$ cat src/rtl/bikers_collision_dispatch_pkg.sv
// Shared bikers definitions: bike counts, hit-type encoding, dispatch FSM states and a
// saturating population count used for the per-frame hit summary.
package bikers_collision_dispatch_pkg;

  localparam int unsigned ENEMY_BIKES_COUNT = 8;
  localparam int unsigned PLAYER_IDX        = ENEMY_BIKES_COUNT;
  localparam int unsigned IDX_W             = $clog2(ENEMY_BIKES_COUNT);
  localparam int unsigned CNT_W             = 4;

  // Hit type carried with each event.
  localparam logic HIT_PLAYER   = 1'b0;
  localparam logic HIT_OBSTACLE = 1'b1;

  // Dispatch FSM encoding.
  typedef logic [1:0] state_t;
  localparam state_t StIdle    = 2'd0;
  localparam state_t StCollect = 2'd1;
  localparam state_t StDrain   = 2'd2;

  // Number of set bits, clamped to the largest value CNT_W bits can hold.
  function automatic logic [CNT_W-1:0] sat_popcount(input logic [ENEMY_BIKES_COUNT-1:0] v);
    int unsigned n;
    n = 0;
    for (int i = 0; i < int'(ENEMY_BIKES_COUNT); i++) begin
      if (v[i]) n++;
    end
    if (n > (2 ** CNT_W) - 1) n = (2 ** CNT_W) - 1;
    return n[CNT_W-1:0];
  endfunction

endpackage

$ cat src/rtl/bikers_collision_dispatch_if.sv
// Hit-event stream from the collision dispatcher to the game controller (valid/ready).
interface bikers_collision_dispatch_if;
  import bikers_collision_dispatch_pkg::*;

  logic             hitValid;
  logic             hitReady;
  logic [IDX_W-1:0] hitIndex;
  logic             hitType;

  // Event producer.
  modport master (
    output hitValid,
    output hitIndex,
    output hitType,
    input  hitReady
  );

  // Event consumer.
  modport slave (
    input  hitValid,
    input  hitIndex,
    input  hitType,
    output hitReady
  );

endinterface

$ cat src/rtl/bikers_priority_pick.sv
// Combinational lowest-set-bit finder over a {obstacle, player} pending vector.
// Bits [N-1:0] are player hits, bits [2N-1:N] obstacle hits; bit 0 has highest priority.
module bikers_priority_pick
  import bikers_collision_dispatch_pkg::*;
#(
  parameter int unsigned N  = ENEMY_BIKES_COUNT,
  parameter int unsigned IW = $clog2(N)
) (
  input  logic [2*N-1:0] pend_i,
  output logic           found_o,
  output logic [IW-1:0]  idx_o,
  output logic           type_o,
  output logic [2*N-1:0] grant_o
);

  // Scan from the top down so the lowest set bit is the one left standing.
  always_comb begin
    found_o = 1'b0;
    idx_o   = '0;
    type_o  = HIT_PLAYER;
    grant_o = '0;
    for (int k = 2 * int'(N) - 1; k >= 0; k--) begin
      if (pend_i[k]) begin
        found_o    = 1'b1;
        grant_o    = '0;
        grant_o[k] = 1'b1;
        if (k >= int'(N)) begin
          idx_o  = IW'(k - int'(N));
          type_o = HIT_OBSTACLE;
        end else begin
          idx_o  = IW'(k);
          type_o = HIT_PLAYER;
        end
      end
    end
  end

endmodule

$ cat src/rtl/bikers_collision_dispatch.sv
// Per-pixel collision detector for the bikers scene. Enemy/player and enemy/obstacle
// overlaps are accumulated over a frame, snapshotted at startOfFrame and drained to the
// game controller one indexed event per cycle.
module bikers_collision_dispatch
  import bikers_collision_dispatch_pkg::*;
(
  input  logic                         clk,
  input  logic                         resetN,
  input  logic                         startOfFrame,
  input  logic [ENEMY_BIKES_COUNT:0]   drawingRequest,
  input  logic                         obstacleDR,
  bikers_collision_dispatch_if.master  hit,
  output logic                         playerCrash,
  output logic [CNT_W-1:0]             frameHitCount,
  output logic                         overrun
);

  localparam int unsigned N = ENEMY_BIKES_COUNT;

  state_t           state_q, state_d;
  logic [N-1:0]     acc_player_q, acc_player_d;
  logic [N-1:0]     acc_obst_q, acc_obst_d;
  logic             acc_crash_q, acc_crash_d;
  logic [2*N-1:0]   pend_q, pend_d;
  logic             crash_q, crash_d;
  logic             overrun_q, overrun_d;
  logic [CNT_W-1:0] count_q, count_d;

  logic [N-1:0]     enemy_dr;
  logic             player_dr;
  logic [N-1:0]     det_player, det_obst;
  logic             det_crash;
  logic [N-1:0]     snap_player, snap_obst;
  logic             snap_crash;

  logic             pick_found;
  logic [IDX_W-1:0] pick_idx;
  logic             pick_type;
  logic [2*N-1:0]   pick_grant;
  logic             take;
  logic [2*N-1:0]   pend_drained;

  // Current-pixel overlap terms; enemy-enemy overlap is deliberately not detected.
  always_comb begin
    enemy_dr   = drawingRequest[N-1:0];
    player_dr  = drawingRequest[PLAYER_IDX];
    det_player = enemy_dr & {N{player_dr}};
    det_obst   = enemy_dr & {N{obstacleDR}};
    det_crash  = player_dr & obstacleDR;
    // A pixel coincident with startOfFrame still belongs to the ending frame.
    snap_player = acc_player_q | det_player;
    snap_obst   = acc_obst_q | det_obst;
    snap_crash  = acc_crash_q | det_crash;
  end

  bikers_priority_pick #(
    .N  (N),
    .IW (IDX_W)
  ) u_pick (
    .pend_i  (pend_q),
    .found_o (pick_found),
    .idx_o   (pick_idx),
    .type_o  (pick_type),
    .grant_o (pick_grant)
  );

  // Pending vector after this cycle's handshake, if any.
  always_comb begin
    take         = pick_found & hit.hitReady;
    pend_drained = take ? (pend_q & ~pick_grant) : pend_q;
  end

  // Next-state: accumulation, frame snapshot, drain and overrun detection.
  always_comb begin
    state_d      = state_q;
    acc_player_d = acc_player_q;
    acc_obst_d   = acc_obst_q;
    acc_crash_d  = acc_crash_q;
    pend_d       = pend_drained;
    crash_d      = 1'b0;
    overrun_d    = 1'b0;
    count_d      = count_q;

    case (state_q)
      StIdle: begin
        // Nothing before the first frame boundary is trusted.
        acc_player_d = '0;
        acc_obst_d   = '0;
        acc_crash_d  = 1'b0;
        if (startOfFrame) state_d = StCollect;
      end

      StCollect, StDrain: begin
        if (startOfFrame) begin
          acc_player_d = '0;
          acc_obst_d   = '0;
          acc_crash_d  = 1'b0;
          pend_d       = {snap_obst, snap_player};
          crash_d      = snap_crash;
          count_d      = sat_popcount(snap_player | snap_obst);
          // An event accepted on this very edge is not counted as lost.
          overrun_d    = |pend_drained;
          state_d      = (|{snap_obst, snap_player}) ? StDrain : StCollect;
        end else begin
          acc_player_d = acc_player_q | det_player;
          acc_obst_d   = acc_obst_q | det_obst;
          acc_crash_d  = acc_crash_q | det_crash;
          if (state_q == StDrain && pend_drained == '0) state_d = StCollect;
        end
      end

      default: begin
        state_d = StIdle;
        pend_d  = '0;
      end
    endcase
  end

  // State registers; reset drops any partially drained snapshot.
  always_ff @(posedge clk or negedge resetN) begin
    if (!resetN) begin
      state_q      <= StIdle;
      acc_player_q <= '0;
      acc_obst_q   <= '0;
      acc_crash_q  <= 1'b0;
      pend_q       <= '0;
      crash_q      <= 1'b0;
      overrun_q    <= 1'b0;
      count_q      <= '0;
    end else begin
      state_q      <= state_d;
      acc_player_q <= acc_player_d;
      acc_obst_q   <= acc_obst_d;
      acc_crash_q  <= acc_crash_d;
      pend_q       <= pend_d;
      crash_q      <= crash_d;
      overrun_q    <= overrun_d;
      count_q      <= count_d;
    end
  end

  // Event stream presents the highest-priority pending bit straight from pend_q.
  always_comb begin
    hit.hitValid  = pick_found;
    hit.hitIndex  = pick_idx;
    hit.hitType   = pick_type;
    playerCrash   = crash_q;
    overrun       = overrun_q;
    frameHitCount = count_q;
  end

endmodule

$ cat src/flat_wrapper.sv
// flat-port wrapper written by rule: the top's interface ports become plain ports
module bikers_collision_dispatch_flat import bikers_collision_dispatch_pkg::*;
  (clk, resetN, startOfFrame, drawingRequest, obstacleDR, playerCrash, frameHitCount, overrun, hit_hitValid, hit_hitIndex, hit_hitType, hit_hitReady);
  bikers_collision_dispatch_if hit_i ();
  input  logic clk;
  input  logic resetN;
  input  logic startOfFrame;
  input  logic [ENEMY_BIKES_COUNT:0] drawingRequest;
  input  logic obstacleDR;
  output logic playerCrash;
  output logic [CNT_W-1:0] frameHitCount;
  output logic overrun;
  output wire logic [$bits(hit_i.hitValid)-1:0] hit_hitValid;
  output wire logic [$bits(hit_i.hitIndex)-1:0] hit_hitIndex;
  output wire logic [$bits(hit_i.hitType)-1:0] hit_hitType;
  input wire logic [$bits(hit_i.hitReady)-1:0] hit_hitReady;
  assign hit_hitValid = hit_i.hitValid;
  assign hit_hitIndex = hit_i.hitIndex;
  assign hit_hitType = hit_i.hitType;
  assign hit_i.hitReady = hit_hitReady;
  bikers_collision_dispatch u_core (.clk(clk), .resetN(resetN), .startOfFrame(startOfFrame), .drawingRequest(drawingRequest), .obstacleDR(obstacleDR), .hit(hit_i), .playerCrash(playerCrash), .frameHitCount(frameHitCount), .overrun(overrun));
endmodule
$ cat config.mk
export PLATFORM = sky130hd
export DESIGN_NAME = bikers_collision_dispatch_flat
export DESIGN_NICKNAME = d
export VERILOG_FILES = /design/src/rtl/bikers_collision_dispatch_pkg.sv /design/src/rtl/bikers_collision_dispatch_if.sv /design/src/rtl/bikers_priority_pick.sv /design/src/rtl/bikers_collision_dispatch.sv /design/src/flat_wrapper.sv
export SDC_FILE = /design/constraint.sdc
export NUM_CORES = 1
export LEC_CHECK = 0
export CAP_MARGIN = 20
export CELL_PAD_IN_SITES_DETAIL_PLACEMENT = 1
export CELL_PAD_IN_SITES_GLOBAL_PLACEMENT = 2
export CORE_AREA = 8 8 96 98
export CTS_CLUSTER_SIZE = 25
export DETAILED_ROUTE_END_ITERATION = 6
export DIE_AREA = 0 0 104 106
export PLACE_DENSITY_LB_ADDON = 0.1
export SLEW_MARGIN = 20
export SYNTH_ARGS = -nofsm -noshare
export SYNTH_HDL_FRONTEND = slang
export SYNTH_HIERARCHICAL = 1
export SYNTH_SLANG_ARGS = --single-unit
$ cat constraint.sdc
create_clock -name clk -period 9.5 [get_ports clk]
set_input_delay 2.375 -clock clk [delete_from_list [all_inputs] [get_ports clk]]
set_output_delay 2.375 -clock clk [all_outputs]
set_load 0.01 [all_outputs]
# Word level (Yosys, flattened, before mapping)
# Index checks and enable logic that the tools add are counted.
# classes
add_sub_neg	7
multipliers	0
n_div	0
n_lt_le_gt_ge	1
eq_ne	4
shift	0
mux	99
bitwise_logic	10
n_reduce_logical	9
# ops
op	n
two-way mux 32 bit	23
two-way mux 16 bit	18
adder 32 x 1 -> 32 bit (second input constant)	7
two-way mux 3 bit	16
> comparator 32 x 4 -> 1 bit (second input constant)	1
one-hot mux 16 bit (2 select lines)	1
one-hot mux 8 bit (2 select lines)	2
OR reduction 16 bit	2
two-way mux 1 bit	30
OR 8 bit	3
AND 16 bit	1
AND 8 bit	2
logical NOT 16 bit	1
two-way mux 8 bit	2
inverter 16 bit	1
two-way mux 2 bit	4
two-way mux 4 bit	1
one-hot mux 2 bit (2 select lines)	1
AND reduction 2 bit	2
inequality test 3 x 2 -> 1 bit (second input constant)	1
AND 1 bit	2
== test 2 x 1 -> 1 bit (second input constant)	1
== test 2 bit (second input constant)	1
logical NOT 2 bit	1
other kinds (6)	6
# totals
reg_bits	41
latchBits	0
ram_bits	0
mem_bits_ro	0
elab_cells	138
mem_count	0

# Depth between registers and ports, before layout
# depth
ltp_word	36
mapped_depth	20
mapped_depth_nobuf	19

# By module
# Netlist, hierarchy kept.
# modules_own_cells
mod	instances	cells_per_inst	area_each_um2	seq_area_each_um2
bikers_collision_dispatch	1	283	2474.9	1026.0
bikers_priority_pick	1	53	352.8	0.0

# Worst setup path before layout
# Ideal clock, no wire load.
# synth_path
path_type	input port to flip-flop
from	in drawingRequest[8]
to	reg u_core.count_q[0] (netlist: u_core/frameHitCount[0])
setup_ns	0.065
arrival_ns	6.060
required_ns	9.435
setup_slack_ns	3.375
stages	20
path_buffers	1
path_cell_list	buf_2 > o21ai_1 > nand2_1 > ha_1 > or3_1 > nor2_1 > nor2_1 > ha_1 > o2bb2ai_1 > ha_1 > mux2_2 > ha_1 > mux2_2 > ha_1 > mux2i_1 > inv_1 > ha_1 > a31o_1 > o211ai_2 > o22a_1
# synth_via
elab_chain_cells	36
# synth_rtl
element	line_no	text
from (decl)	flat_wrapper.sv:8	input logic [ENEMY_BIKES_COUNT:0] drawingRequest;
AND 8 bit *	bikers_collision_dispatch.sv:47	det_player = enemy_dr & {N{player_dr}};
OR 8 bit *	bikers_collision_dispatch.sv:51	snap_player = acc_player_q | det_player;
OR 8 bit *	bikers_collision_dispatch.sv:100	count_d = sat_popcount(snap_player | snap_obst);
two-way mux 1 bit	bikers_collision_dispatch_pkg.sv:25	if (v[i]) n++;
two-way mux 32 bit	bikers_collision_dispatch.sv:94	if (startOfFrame) begin
two-way mux 32 bit	bikers_collision_dispatch.sv:84	case (state_q)
adder 32 x 1 -> 32 bit	bikers_collision_dispatch_pkg.sv:25	
two-way mux 32 bit	bikers_collision_dispatch_pkg.sv:25	
(+20 left out)	--	
two-way mux 32 bit	bikers_collision_dispatch.sv:94	
two-way mux 32 bit	bikers_collision_dispatch.sv:84	
adder 32 x 1 -> 32 bit	bikers_collision_dispatch_pkg.sv:25	
two-way mux 32 bit *	bikers_collision_dispatch_pkg.sv:25	
two-way mux 32 bit *	bikers_collision_dispatch.sv:94	
two-way mux 32 bit *	bikers_collision_dispatch.sv:84	
> comparator 32 x 4 -> 1 bit	bikers_collision_dispatch_pkg.sv:27	if (n > (2 ** CNT_W) - 1) n = (2 ** CNT_W) - 1;
two-way mux 4 bit *	bikers_collision_dispatch_pkg.sv:27	
to (signal assigned)	bikers_collision_dispatch.sv:138	count_q <= count_d;
to (decl)	bikers_collision_dispatch.sv:27	logic [CNT_W-1:0] count_q, count_d;
# Mark *: on every way between the ends. The rest lies on a longest branch, timed or not. The select of a mux whose other input is x is not followed.
# A chain may end at the register's enable or synchronous reset.

# Worst setup path after layout
# layout_path
from	in obstacleDR
to	reg u_core.count_q[2] (netlist: u_core/frameHitCount[2])
# layout_via
elab_chain_cells	36
# layout_rtl
element	line_no	text
from (decl)	flat_wrapper.sv:9	input logic obstacleDR;
AND 8 bit *	bikers_collision_dispatch.sv:48	det_obst = enemy_dr & {N{obstacleDR}};
OR 8 bit *	bikers_collision_dispatch.sv:52	snap_obst = acc_obst_q | det_obst;
OR 8 bit *	bikers_collision_dispatch.sv:100	
two-way mux 1 bit	bikers_collision_dispatch_pkg.sv:25	
two-way mux 32 bit	bikers_collision_dispatch.sv:94	
two-way mux 32 bit	bikers_collision_dispatch.sv:84	
adder 32 x 1 -> 32 bit	bikers_collision_dispatch_pkg.sv:25	
two-way mux 32 bit	bikers_collision_dispatch_pkg.sv:25	
(+20 left out)	--	
two-way mux 32 bit	bikers_collision_dispatch.sv:94	
two-way mux 32 bit	bikers_collision_dispatch.sv:84	
adder 32 x 1 -> 32 bit	bikers_collision_dispatch_pkg.sv:25	
two-way mux 32 bit *	bikers_collision_dispatch_pkg.sv:25	
two-way mux 32 bit *	bikers_collision_dispatch.sv:94	
two-way mux 32 bit *	bikers_collision_dispatch.sv:84	
> comparator 32 x 4 -> 1 bit	bikers_collision_dispatch_pkg.sv:27	
two-way mux 4 bit *	bikers_collision_dispatch_pkg.sv:27	
# Marks and branches as above.

==> reports/results.tsv <==
stage	metric	value	unit
run_status	status	complete, no violations	
routing	ant_nets	0	
final_layout	n_antenna_cell	0	
final_layout	layout_commonest_cell	nor2_1	
timing	skew	0.00836	ns
grt	grt_max_degree	42	
placed_design	place.gp.congestion	0.828	
final_layout	layout_common_cells	53 x nor2_1, 47 x nand2_1, 41 x dfrtp_1	
synthesis	syn_nets	359	
synthesis	ys_seq_area_frac	0.363	
timing	fin_tns_setup	0	ns
floorplan	die_h	106	um
final_layout	final_nets	378	
clock_network	h-tree-depth	2	
synthesis	synth-edff-count	0	
critical_path	cp_max_fo	15	
critical_path	crit_top_cell	ha_1	
final_layout	area_growth	14.8	%
clock_network	cts_buffer_depth	2	
clock_network	hold_buffers	0	
job	maxCapViolations	0	
synthesis	synth-seq-cells	41	
grt	grt-ovfl-total	0	
clock_network	cts_buffers	5	
synthesis	netlist_instances	336	
final_layout	drive_gt1_frac	0.0732	
routing	drc	0	
timing	fin_crit	6.90	ns
routing	routed-via-count	2503	
critical_path	crit_chain	clkdlybuf4s50_1, o21ai_0, nand2_1, ha_1, or3_1, nor2_1, nor2_1, ha_1, o2bb2ai_1, ha_1, mux2_2, ha_1, mux2_2, ha_1, mux2i_1, inv_1, ha_1, a31o_1, o211ai_2, o22a_1	
timing	final_hold_viol_count	0	
timing	relSlewSlack	0.544	
final_layout	fillers	942	
timing	final_max_slew_viol_count	0	
critical_path	critPathKind	input pin to register	
routing	first_iter_violations	74	
final_layout	multi_input_area	1710	sq um
clock_network	clkSinkCount	41	
timing	tightest_slew	0.682	ns
grt	grt_antenna_before_repair	0	
critical_path	crit_path_start_kind	input pin	
floorplan	die_width	104	um
synthesis	synth.avg_cell_area	8.42	sq um
clock_network	cts_tree	built	
clock_network	clk_latency	0.29	ns
synthesis	synthArstFlopShare	1.00	
placed_design	dpl.hpwl	6.14	mm
grt	grt_pass1_wl	13.8	mm
clock_network	clk_pin_slew	0.08	ns
critical_path	critPathTopFamily	adder cells	
grt	grt_usage	0.150	
floorplan	io_pins	25	
routing	first_pass_iters	5	
routing	viasPerCell	5.44	
routing	wirelength	8.11	mm
critical_path	cpMaxStageDelayCell	clkdlybuf4s50_1	
floorplan	rows	33	
synthesis	ys_types	61	
grt	grt_pass1_vias	2657	
critical_path	cp.required	9.74	ns
timing	finalSetupViolations	0	
timing	rsz0062_at_grt	no	
timing	finalCritPeriodShare	0.726	
timing	fmax	0.145	GHz
hold_path	holdCritPathClass	register to register	
clock_network	ctsResizeCount	0	
routing	avgRoutedWirePerCell	17.6	um
critical_path	critPathArrivalTime	7.14	ns
clock_network	cts-root-buf	clkbuf_8	
final_layout	seq_area	1030	sq um
floorplan	start_util	0.360	
placed_design	portBuffers	24	
critical_path	worstSetupEndpointType	register	
critical_path	slowest_delay	0.67	ns
synthesis	ys_warn_count	6	
floorplan	dieArea	11000	sq um
floorplan	coreArea	7850	sq um
synthesis	synth_flop_cell	dfrtp_1	
critical_path	worst-path-buf-inv	2	
clock_network	cts_setup_buffers	0	
synthesis	synth_area	2830	sq um
critical_path	rrSetupSlack	5.13	ns
area by class of cell:
| cell class | count | share of cell area |
|---|---|---|
| clock buffers | 5 | 0.0212 |
| clock inverters | 2 | 0.0108 |
| inverters | 8 | 0.00925 |
| multi-input cells | 274 | 0.527 |
| flip-flops and latches | 41 | 0.316 |
| well taps | 105 | 0.0405 |
| repair buffers | 25 | 0.0756 |
synthesized netlist by cell type, types with 3 or more instances:
cell | count | area share
nor2_1 | 53 | 0.070
nand2_1 | 47 | 0.062
dfrtp_1 | 41 | 0.36
a21oi_1 | 23 | 0.041
o21ai_0 | 23 | 0.041
a31oi_1 | 16 | 0.035
a22oi_1 | 9 | 0.024
clkbuf_1 | 9 | 0.012
ha_1 | 9 | 0.040
inv_1 | 8 | 0.011
xor2_1 | 6 | 0.019
nand4_1 | 5 | 0.011
nor3b_1 | 5 | 0.013
xnor2_1 | 5 | 0.015
nor2b_1 | 4 | 0.0088
nor3_1 | 4 | 0.0071
o22a_1 | 4 | 0.012
and2_1 | 3 | 0.0066
and3_1 | 3 | 0.0066
nand2b_1 | 3 | 0.0066
nand3_1 | 3 | 0.0053
nor4_1 | 3 | 0.0066
or3_1 | 3 | 0.0066
state kept, by name, summed over array words and instances (netlist names):
signal and cells:
u_core/acc_crash_q 1, u_core/acc_obst_q 8, u_core/acc_player_q 8, u_core/frameHitCount 4, u_core/overrun 1, u_core/pend_q 16, u_core/playerCrash 1, u_core/state_q 2
path summary, 6_finish.rpt:
check	start	to	cells past startpoint
worst min-delay path	u_core/frameHitCount[0]	u_core/frameHitCount[0]	1
worst max-delay path	obstacleDR	u_core/frameHitCount[2]	20
worst max register to register	u_core/acc_obst_q[1]	u_core/frameHitCount[2]	19
max in group asynchronous	resetN	u_core/state_q[0]	1
min in group asynchronous	resetN	u_core/pend_q[0]	1
worst min register to register	u_core/frameHitCount[0]	u_core/frameHitCount[0]	1
per-stage QoR:
stage / cell area, sq um / std cells / util / hold WS (ns) / setup WS [ns]
6_report: 3250 / 460 / 0.414 / 0.516 / 2.60
5_1_grt: 3250 / 460 / 0.414 / 0.545 / 2.21
4_1_cts: 3240 / 460 / 0.413 / 0.519 / 2.56
3_5_place_dp: 3140 / 453 / 0.400 / 0.497 / 2.26
3_3_place_gp: 3140 / 453 / 0.400 / 0.475 / 2.47
2_1_floorplan: 2830 / 336 / - / 0.454 / 3.38
metal layers:
layer  routed length, um  vias up  global-route usage
met5                   0        -                   0
met1                3940     1214               0.193
met3                 189       12              0.0248
met2                3810       27               0.253
li1                    -     1250                   -
met4                 170        0              0.0476
kinds of logic (layout without fill, tap and decap cells):
group | Yosys count | in the layout | synth area share
mux | 4 | 4 | 0.0155
flops | 41 | 41 | 0.363
fa+ha+maj | 9 | 9 | 0.0398
compound gates | 97 | 97 | 0.224
simple gates | 149 | 149 | 0.261
xor+xnor | 15 | 15 | 0.0642
buf+inv | 21 | 40 | 0.0327
Power is left out: the tool's default activity adds up to more than one toggle a clock period on the data nets, which glitch-free logic cannot reach.
